$ cat config.mk
export PLATFORM = sky130hd
export DESIGN_NAME = systolic_array_flat
export DESIGN_NICKNAME = d
export VERILOG_FILES = /design/src/rtl/systolic_pkg.sv /design/src/rtl/systolic_array_if.sv /design/src/rtl/systolic_pe.sv /design/src/rtl/systolic_array.sv /design/src/flat_wrapper.sv
export SDC_FILE = /design/constraint.sdc
export NUM_CORES = 2
export LEC_CHECK = 0
export CAP_MARGIN = 20
export CORE_AREA = 3 3 381 383
export CTS_CLUSTER_SIZE = 40
export DETAILED_ROUTE_END_ITERATION = 7
export DIE_AREA = 0 0 384 386
export PLACE_DENSITY = 0.68
export SYNTH_ARGS = -nofsm -noshare
export SYNTH_HDL_FRONTEND = slang
export SYNTH_SLANG_ARGS = --single-unit
$ cat constraint.sdc
create_clock -name clk -period 7.4 [get_ports clk]
set_input_delay 0.74 -clock clk [delete_from_list [all_inputs] [get_ports clk]]
set_output_delay 0.74 -clock clk [all_outputs]
set_load 0.02 [all_outputs]
$ cat src/rtl/systolic_pkg.sv
// Shared types, defaults and packing helper for the systolic matrix multiplier.
package systolic_pkg;

    localparam int unsigned DEF_DATA_W = 16;
    localparam int unsigned DEF_ACC_W  = 32;

    typedef enum logic [1:0] {
        ST_IDLE    = 2'd0,
        ST_COMPUTE = 2'd1,
        ST_DONE    = 2'd2
    } state_e;

    // Bit offset of element [row][col] in a row-major packed N x N block.
    function automatic int unsigned blk_off(input int unsigned row, input int unsigned col,
                                            input int unsigned n, input int unsigned w);
        return (row * n + col) * w;
    endfunction

endpackage

$ cat src/rtl/systolic_array_if.sv
// Block hand-off between the loader/splitter (master) and the multiplier (slave).
interface systolic_array_if #(
    parameter int unsigned N      = 2,
    parameter int unsigned DATA_W = 16,
    parameter int unsigned ACC_W  = 32
);
    logic                    start;
    logic [N*N*DATA_W-1:0]   a_blk;
    logic [N*N*DATA_W-1:0]   b_blk;
    logic                    ready;
    logic                    done;
    logic [N*N*ACC_W-1:0]    c_blk;

    modport master (output start, a_blk, b_blk, input ready, done, c_blk);
    modport slave  (input start, a_blk, b_blk, output ready, done, c_blk);
endinterface

$ cat src/rtl/systolic_pe.sv
// One multiply-accumulate cell of the output-stationary array.
module systolic_pe #(
    parameter int unsigned DATA_W = 16,
    parameter int unsigned ACC_W  = 32
) (
    input  logic                     clk,
    input  logic                     rst,
    input  logic                     clr,
    input  logic signed [DATA_W-1:0] a_in,
    input  logic signed [DATA_W-1:0] b_in,
    output logic signed [DATA_W-1:0] a_out,
    output logic signed [DATA_W-1:0] b_out,
    output logic signed [ACC_W-1:0]  acc
);

    logic signed [2*DATA_W-1:0] prod_c;
    logic signed [ACC_W-1:0]    acc_q;
    logic signed [ACC_W-1:0]    acc_d;

    // Full-width signed product, sign-extended and added with modulo wrap.
    assign prod_c = a_in * b_in;
    assign acc_d  = acc_q + ACC_W'(prod_c);

    // acc includes this cycle's product so the final sum can be captured on the last MAC edge.
    assign acc = acc_d;

    // Accumulator and operand forwarding registers; clr starts a fresh block.
    always_ff @(posedge clk) begin
        if (rst || clr) begin
            acc_q <= '0;
            a_out <= '0;
            b_out <= '0;
        end else begin
            acc_q <= acc_d;
            a_out <= a_in;
            b_out <= b_in;
        end
    end

endmodule

$ cat src/rtl/systolic_array.sv
// Output-stationary N x N systolic multiplier: one C = A*B block product per start.
module systolic_array
    import systolic_pkg::*;
#(
    parameter int unsigned N      = 2,
    parameter int unsigned DATA_W = DEF_DATA_W,
    parameter int unsigned ACC_W  = DEF_ACC_W
) (
    input  logic            clk,
    input  logic            rst,
    systolic_array_if.slave bus
);

    localparam int unsigned T_LAST = 3 * N - 3;
    localparam int unsigned T_W    = $clog2(3 * N - 2);

    state_e                   state_q;
    logic [T_W-1:0]           t_q;
    logic                     done_q;
    logic [N*N*ACC_W-1:0]     c_blk_q;
    logic [N*N*ACC_W-1:0]     c_cap;
    logic                     accept_c;

    logic signed [DATA_W-1:0] a_q    [N][N];
    logic signed [DATA_W-1:0] b_q    [N][N];
    logic signed [DATA_W-1:0] left_c [N];
    logic signed [DATA_W-1:0] top_c  [N];
    logic signed [DATA_W-1:0] a_h    [N][N];
    logic signed [DATA_W-1:0] b_v    [N][N];
    logic signed [ACC_W-1:0]  acc_w  [N][N];

    assign accept_c  = (state_q == ST_IDLE) && bus.start;
    assign bus.ready = (state_q == ST_IDLE);
    assign bus.done  = done_q;
    assign bus.c_blk = c_blk_q;

    // Control FSM with step counter, done pulse and result capture.
    always_ff @(posedge clk) begin
        if (rst) begin
            state_q <= ST_IDLE;
            t_q     <= '0;
            done_q  <= 1'b0;
            c_blk_q <= '0;
        end else begin
            done_q <= 1'b0;
            case (state_q)
                ST_IDLE: begin
                    if (bus.start) begin
                        state_q <= ST_COMPUTE;
                        t_q     <= '0;
                    end
                end
                ST_COMPUTE: begin
                    if (t_q == T_W'(T_LAST)) begin
                        state_q <= ST_DONE;
                        done_q  <= 1'b1;
                        c_blk_q <= c_cap;
                        t_q     <= '0;
                    end else begin
                        t_q <= t_q + T_W'(1);
                    end
                end
                ST_DONE: state_q <= ST_IDLE;
                default: state_q <= ST_IDLE;
            endcase
        end
    end

    // Operand latches, loaded only on the accepting edge.
    always_ff @(posedge clk) begin
        if (accept_c) begin
            for (int i = 0; i < N; i++) begin
                for (int k = 0; k < N; k++) begin
                    a_q[i][k] <= bus.a_blk[blk_off(i, k, N, DATA_W) +: DATA_W];
                    b_q[i][k] <= bus.b_blk[blk_off(i, k, N, DATA_W) +: DATA_W];
                end
            end
        end
    end

    // Skewed edge feed: row i sees A[i][t-i], column j sees B[t-j][j], zero elsewhere.
    always_comb begin
        for (int i = 0; i < N; i++) begin
            left_c[i] = '0;
            top_c[i]  = '0;
            for (int k = 0; k < N; k++) begin
                if ((state_q == ST_COMPUTE) && (int'(t_q) == i + k)) begin
                    left_c[i] = a_q[i][k];
                    top_c[i]  = b_q[k][i];
                end
            end
        end
    end

    // PE grid: A flows right, B flows down, sums stay in place.
    for (genvar i = 0; i < N; i++) begin : g_row
        for (genvar j = 0; j < N; j++) begin : g_col
            logic signed [DATA_W-1:0] a_in_w;
            logic signed [DATA_W-1:0] b_in_w;

            if (j == 0) begin : g_a_edge
                assign a_in_w = left_c[i];
            end else begin : g_a_int
                assign a_in_w = a_h[i][j-1];
            end

            if (i == 0) begin : g_b_edge
                assign b_in_w = top_c[j];
            end else begin : g_b_int
                assign b_in_w = b_v[i-1][j];
            end

            systolic_pe #(
                .DATA_W (DATA_W),
                .ACC_W  (ACC_W)
            ) u_pe (
                .clk   (clk),
                .rst   (rst),
                .clr   (accept_c),
                .a_in  (a_in_w),
                .b_in  (b_in_w),
                .a_out (a_h[i][j]),
                .b_out (b_v[i][j]),
                .acc   (acc_w[i][j])
            );

            assign c_cap[blk_off(i, j, N, ACC_W) +: ACC_W] = acc_w[i][j];
        end
    end

endmodule

$ cat src/flat_wrapper.sv
// flat-port wrapper written by rule: the top's interface ports become plain ports
module systolic_array_flat import systolic_pkg::*;
#(
    parameter int unsigned N      = 2,
    parameter int unsigned DATA_W = DEF_DATA_W,
    parameter int unsigned ACC_W  = DEF_ACC_W
)
  (clk, rst, bus_start, bus_a_blk, bus_b_blk, bus_ready, bus_done, bus_c_blk);
  systolic_array_if #(.N(N), .DATA_W(DATA_W), .ACC_W(ACC_W)) bus_i ();
  input  logic clk;
  input  logic rst;
  input wire logic [$bits(bus_i.start)-1:0] bus_start;
  input wire logic [$bits(bus_i.a_blk)-1:0] bus_a_blk;
  input wire logic [$bits(bus_i.b_blk)-1:0] bus_b_blk;
  output wire logic [$bits(bus_i.ready)-1:0] bus_ready;
  output wire logic [$bits(bus_i.done)-1:0] bus_done;
  output wire logic [$bits(bus_i.c_blk)-1:0] bus_c_blk;
  assign bus_i.start = bus_start;
  assign bus_i.a_blk = bus_a_blk;
  assign bus_i.b_blk = bus_b_blk;
  assign bus_ready = bus_i.ready;
  assign bus_done = bus_i.done;
  assign bus_c_blk = bus_i.c_blk;
  systolic_array #(.N(N), .DATA_W(DATA_W), .ACC_W(ACC_W)) u_core (.clk(clk), .rst(rst), .bus(bus_i));
endmodule
==> report_table.html <==
<table>
<tr><th>Metric</th><th>Value</th></tr>
<tr><th colspan="2">Synthesis</th></tr>
<tr><td>Nets in the synthesized netlist</td><td>7,533</td></tr>
<tr><td>Total of warnings raised by yosys</td><td>0</td></tr>
<tr><td>Sequential share of the synthesized area</td><td>0.1822</td></tr>
<tr><td>Distinct cells, synth</td><td>75</td></tr>
<tr><td>Avg Inst Size Synth</td><td>9.730 um2</td></tr>
<tr><td>Summed instance area of the synthesized netlist</td><td>0.05680 mm2</td></tr>
<tr><td>FF+latch count, synth</td><td>around 450</td></tr>
<tr><td>Post-Syn Instances</td><td>5,838</td></tr>
<tr><td>Number of enable flip-flop cells after synthesis</td><td>128</td></tr>
<tr><td>Synth async-reset ratio</td><td>0</td></tr>
<tr><td>Ys flop type</td><td>sky130_fd_sc_hd__dfxtp_1</td></tr>
<tr><th colspan="2">Finish</th></tr>
<tr><td>Proportion of layout cells with a drive suffix above 1</td><td>0.08232</td></tr>
<tr><td>FILL cells</td><td>13,130</td></tr>
<tr><td>NumNets Final</td><td>7,917</td></tr>
<tr><td>Post-route standard cell area excluding fillers</td><td>0.06601 mm2</td></tr>
<tr><td>Layout overhead on the synthesized area</td><td>16.20%</td></tr>
<tr><th colspan="2">Timing</th></tr>
<tr><td>Ratio of final minimum period to clock period</td><td>0.9714</td></tr>
<tr><td>Tightest hold margin</td><td>455.1 ps</td></tr>
<tr><td>Final Max Slew Viols</td><td>0</td></tr>
<tr><td>Achievable clock frequency</td><td>139.1 MHz</td></tr>
<tr><td>Min Tclk post-route</td><td>~7000 ps</td></tr>
<tr><td>Post-Route Skew</td><td>81.00 ps</td></tr>
<tr><td>Max_slew headroom</td><td>0.3462</td></tr>
<tr><td>Final hold viol count</td><td>0</td></tr>
<tr><td>Worst-Margin Slew</td><td>980.7 ps</td></tr>
<tr><td>Final setup viols</td><td>0</td></tr>
<tr><td>Post-route worst setup slack</td><td>between 200 and 250 ps</td></tr>
<tr><th colspan="2">Clock tree</th></tr>
<tr><td>Max Buffers Root-to-Sink</td><td>3</td></tr>
<tr><td>CTS sink count</td><td>453</td></tr>
<tr><td>Clock buffer count from CTS</td><td>54</td></tr>
<tr><td>Clock transition at the register clock pins on the worst setup and hold paths after CTS</td><td>roughly 60 ps</td></tr>
<tr><td>Root buffer selected by CTS</td><td>sky130_fd_sc_hd__clkbuf_16</td></tr>
<tr><td>Hold buffer count at CTS</td><td>0</td></tr>
<tr><td>H-tree depth reported by CTS</td><td>2</td></tr>
<tr><td>Clock tree from TritonCTS</td><td>yes</td></tr>
<tr><td>Worst-Skew Late Latency</td><td>700 ps</td></tr>
<tr><th colspan="2">Critical path</th></tr>
<tr><td>Count of cells along the worst register-to-register path</td><td>32</td></tr>
<tr><td>Category of the worst setup path launch point</td><td>flip-flop</td></tr>
<tr><td>Data required time of the critical path</td><td>7950 ps</td></tr>
<tr><td>Crit path buffers/inverters</td><td>11</td></tr>
<tr><td>Sort of element at the end of the critical path</td><td>flip-flop</td></tr>
<tr><td>Critical setup path kind</td><td>flip-flop to flip-flop</td></tr>
<tr><td>Peak per-stage delay on the critical path</td><td>580 ps</td></tr>
<tr><td>Master of the slowest instance on the critical path</td><td>sky130_fd_sc_hd__fa_1</td></tr>
<tr><td>Critical Path AT</td><td>~7700 ps</td></tr>
<tr><td>Setup slack, reg-to-reg</td><td>210 ps</td></tr>
<tr><td>Reg2Reg Launch Point</td><td>u_core.t_q[1]</td></tr>
<tr><td>Reg-to-reg critical path endpoint</td><td>u_core.bus.c_blk[63]</td></tr>
<tr><td>Top cell family by delay on the critical path</td><td>adder cells</td></tr>
<tr><td>Maximum fanout encountered on the critical timing path</td><td>9</td></tr>
<tr><th colspan="2">Place</th></tr>
<tr><td>Total cell area at the placement stage</td><td>0.06291 mm2</td></tr>
<tr><td>Worst slack at placement</td><td>-73.95 ps</td></tr>
<tr><td>Placer congestion estimate</td><td>0.9231</td></tr>
<tr><td>Port buffer count</td><td>260</td></tr>
<tr><td>Placed wire-length estimate</td><td>131.3 mm</td></tr>
<tr><th colspan="2">Worst hold path</th></tr>
<tr><td>Hold Startpoint</td><td>u_core.bus.c_blk[64]</td></tr>
<tr><td>Path class of the lowest-slack min-delay path</td><td>flip-flop to flip-flop</td></tr>
<tr><td>Worst Hold End</td><td>u_core.bus.c_blk[64]</td></tr>
<tr><td>Worst Hold Depth</td><td>2</td></tr>
<tr><th colspan="2">Drt</th></tr>
<tr><td>Number of iterations in the first detailed-routing pass</td><td>6</td></tr>
<tr><td>Detail Route Antenna Nets</td><td>0</td></tr>
<tr><td>Total Wirelength</td><td>160.9 mm</td></tr>
<tr><td>Routed via count</td><td>40,580</td></tr>
<tr><td>First-iteration detailed-routing DRC count</td><td>2,645</td></tr>
<tr><td>Total DRC errors in the routed layout</td><td>0</td></tr>
<tr><td>Wire length per cell after detailed routing</td><td>about 20 um</td></tr>
<tr><td>Number of vias per cell</td><td>between 4 and 5</td></tr>
<tr><th colspan="2">Floorplanning</th></tr>
<tr><td># IOs</td><td>261</td></tr>
<tr><td>Horizontal die dimension</td><td>384 um</td></tr>
<tr><td>Die height</td><td>386 um</td></tr>
<tr><td>Effective utilization at floorplan</td><td>0.4007</td></tr>
<tr><td>Overall die area</td><td>0.1482 mm2</td></tr>
<tr><td>Core Rows</td><td>approximately 140</td></tr>
<tr><td>Core region area</td><td>0.1418 mm2</td></tr>
<tr><th colspan="2">Run</th></tr>
<tr><td>Maximum capacitance violations</td><td>0</td></tr>
<tr><th colspan="2">Pwr</th></tr>
<tr><td>Static Leak</td><td>31.79 nW</td></tr>
<tr><td>VDD IR max</td><td>just over 0.0002 V</td></tr>
<tr><td>Combinational power share</td><td>0.246</td></tr>
<tr><td>Sequential fraction of design power</td><td>0.368</td></tr>
<tr><td>Pwr dens</td><td>113.6 mW/mm2</td></tr>
<tr><td>Total power after layout</td><td>7.498 mW</td></tr>
<tr><td>Switching power</td><td>2.406 mW</td></tr>
<tr><td>Cell internal power dissipation</td><td>5.092 mW</td></tr>
<tr><td>Proportion of total power due to net switching</td><td>0.3209</td></tr>
<tr><td>Proportion of power drawn by the clock network</td><td>0.386</td></tr>
<tr><th colspan="2">Global routing</th></tr>
<tr><td>Antenna violations before repair</td><td>15</td></tr>
<tr><td>First-pass GRT wire length</td><td>around 250 mm</td></tr>
<tr><td>GRT Residual Overflow</td><td>0</td></tr>
<tr><td>GRT Util Overall</td><td>0.2194</td></tr>
<tr><td>Number of global-route vias before repair</td><td>44,290</td></tr>
<tr><td>Pin count of the biggest net entering global routing</td><td>130</td></tr>
<tr><th colspan="2">Run status</th></tr>
<tr><td>Run status</td><td>complete, no violations</td></tr>
</table>
-- what timing repair did --
item | in CTS | in global routing
setup buffers | 0 | 37
pin swaps | 2 | 46
gates resized for setup | 14 | 144
setup endpoints to repair | 13 | 63
gates cloned | 0 | 7
-- cells in the mapped netlist (14+ instances only) --
library cell	n	area (um2)
sky130_fd_sc_hd__inv_1	1304	4895
sky130_fd_sc_hd__fa_1	1168	23380
sky130_fd_sc_hd__nand2_1	589	2211
sky130_fd_sc_hd__nor2_1	472	1772
sky130_fd_sc_hd__ha_1	396	4955
sky130_fd_sc_hd__and2_1	365	2283
sky130_fd_sc_hd__dfxtp_1	325	6506
sky130_fd_sc_hd__clkbuf_1	190	713.2
sky130_fd_sc_hd__a21oi_1	166	830.8
sky130_fd_sc_hd__edfxtp_1	128	3844
sky130_fd_sc_hd__xnor2_1	108	945.9
sky130_fd_sc_hd__nor2b_1	65	406.6
sky130_fd_sc_hd__o21ai_0	62	310.3
sky130_fd_sc_hd__xor2_1	61	534.3
sky130_fd_sc_hd__a21o_1	53	397.9
sky130_fd_sc_hd__a22o_1	53	464.2
sky130_fd_sc_hd__nand2b_1	50	312.8
sky130_fd_sc_hd__a22oi_1	43	322.8
sky130_fd_sc_hd__a211oi_1	22	165.2
sky130_fd_sc_hd__o21a_1	22	165.2
sky130_fd_sc_hd__nand3b_1	17	127.6
sky130_fd_sc_hd__o21bai_1	15	112.6
sky130_fd_sc_hd__a31oi_1	14	87.58
sky130_fd_sc_hd__o21ai_1	14	70.07
sky130_fd_sc_hd__or2_2	14	87.58
-- power by group through the flow --
| stage | clock (mW) | sequential (mW) | combinational (mW) |
|---|---|---|---|
| after floorplan | 0 | 2.75 | 1.13 |
| after global placement | 0 | 2.81 | 1.73 |
| after detailed placement | 0 | 2.81 | 1.76 |
| after CTS | 2.96 | 2.76 | 1.78 |
| after global routing | 3.06 | 2.77 | 2.07 |
| final | 2.89 | 2.76 | 1.84 |
-- worst max path at each step --
stage | startpoint | end | slack (ps) | cells past startpoint
3_5_place_dp | u_core.t_q[0] | u_core.bus.c_blk[61] | -70 | 26
6_report | u_core.t_q[1] | u_core.bus.c_blk[63] | 210 | 32
2_1_floorplan | u_core.state_q[0] | u_core.bus.c_blk[95] | 50 | 30
4_1_cts | u_core.t_q[0] | u_core.bus.c_blk[61] | -20 | 27
3_3_place_gp | u_core.t_q[0] | u_core.bus.c_blk[31] | -40 | 27
5_1_grt | u_core.t_q[1] | u_core.bus.c_blk[95] | -90 | 27
-- stage by stage --
step                      TNS (ps)    util  cells
after CTS                   -25.03  0.4574   8114
after detailed placement    -224.7  0.4438   8012
final                            0  0.4656   8164
after global routing        -371.8  0.4656   8160
after global placement      -36.77  0.4438   8012
after floorplan                  0       -   5838
-- sequential cells by signal (all words and copies together) (netlist names) --
name / count
u_core.a_q: 64
u_core.b_q: 64
u_core.bus.c_blk: 128
u_core.bus.done: 1
u_core.g_row.g_col.u_pe.a_out: 32
u_core.g_row.g_col.u_pe.acc_q: 128
u_core.g_row.g_col.u_pe.b_out: 32
u_core.state_q: 2
u_core.t_q: 2
-- final cells by class --
| type | count | area, um2 | area share |
|---|---|---|---|
| multi-input combinational | 3873 | 41400 | 0.6273 |
| sequential | 453 | 10350 | 0.1569 |
| timing repair buffer | 536 | 5066 | 0.07675 |
| inverter | 1304 | 4895 | 0.07416 |
| tap | 1890 | 2365 | 0.03583 |
| clock buffer | 70 | 1524 | 0.02309 |
| clock inverter | 32 | 385.4 | 0.005838 |
| antenna | 6 | 15.01 | 0.0002275 |
-- per-layer routing --
metal,vias up,share of wire,track usage
met3,255,0.089,0.06214
met2,1361,0.46,0.3552
met1,20750,0.42,0.2869
met4,6,0.031,0.06239
li1,18210,-,-
met5,-,0.00033,0
-- layout by cell type (no fill, tap or decap), types with 8 or more instances in the layout --
cell type / n
sky130_fd_sc_hd__a211oi_1: 21
sky130_fd_sc_hd__a21o_1: 53
sky130_fd_sc_hd__a21oi_1: 156
sky130_fd_sc_hd__a21oi_2: 10
sky130_fd_sc_hd__a22o_1: 28
sky130_fd_sc_hd__a22o_2: 11
sky130_fd_sc_hd__a22o_4: 16
sky130_fd_sc_hd__a22oi_1: 40
sky130_fd_sc_hd__a31oi_1: 12
sky130_fd_sc_hd__and2_1: 362
sky130_fd_sc_hd__buf_12: 20
sky130_fd_sc_hd__buf_4: 240
sky130_fd_sc_hd__buf_6: 9
sky130_fd_sc_hd__clkbuf_16: 61
sky130_fd_sc_hd__clkdlybuf4s50_1: 259
sky130_fd_sc_hd__clkinv_2: 8
sky130_fd_sc_hd__dfxtp_1: 322
sky130_fd_sc_hd__edfxtp_1: 128
sky130_fd_sc_hd__fa_1: 1158
sky130_fd_sc_hd__fa_2: 10
sky130_fd_sc_hd__ha_1: 382
sky130_fd_sc_hd__ha_4: 9
sky130_fd_sc_hd__inv_1: 1301
sky130_fd_sc_hd__nand2_1: 585
sky130_fd_sc_hd__nand2b_1: 48
sky130_fd_sc_hd__nand3_1: 11
sky130_fd_sc_hd__nand3b_1: 17
sky130_fd_sc_hd__nor2_1: 466
sky130_fd_sc_hd__nor2b_1: 62
sky130_fd_sc_hd__nor3_1: 10
sky130_fd_sc_hd__o21a_1: 22
sky130_fd_sc_hd__o21ai_0: 59
sky130_fd_sc_hd__o21ai_1: 13
sky130_fd_sc_hd__o21bai_1: 15
sky130_fd_sc_hd__or2_2: 13
sky130_fd_sc_hd__xnor2_1: 106
sky130_fd_sc_hd__xor2_1: 58
-- worst min-delay path, cell delays in order, from the launching register on --
cell                      delay (ps)
sky130_fd_sc_hd__dfxtp_1         310
sky130_fd_sc_hd__nand2_1          50
sky130_fd_sc_hd__a21oi_1          50
-- cells by family after synthesis --
kind of cell / synth area share
flops: 0.1822
simple gates: 0.1328
xor+xnor: 0.02606
fa+ha+maj: 0.4989
mux: 0.0001762
buf+inv: 0.1001
compound gates: 0.05980
(Power assumes the default switching activity.)
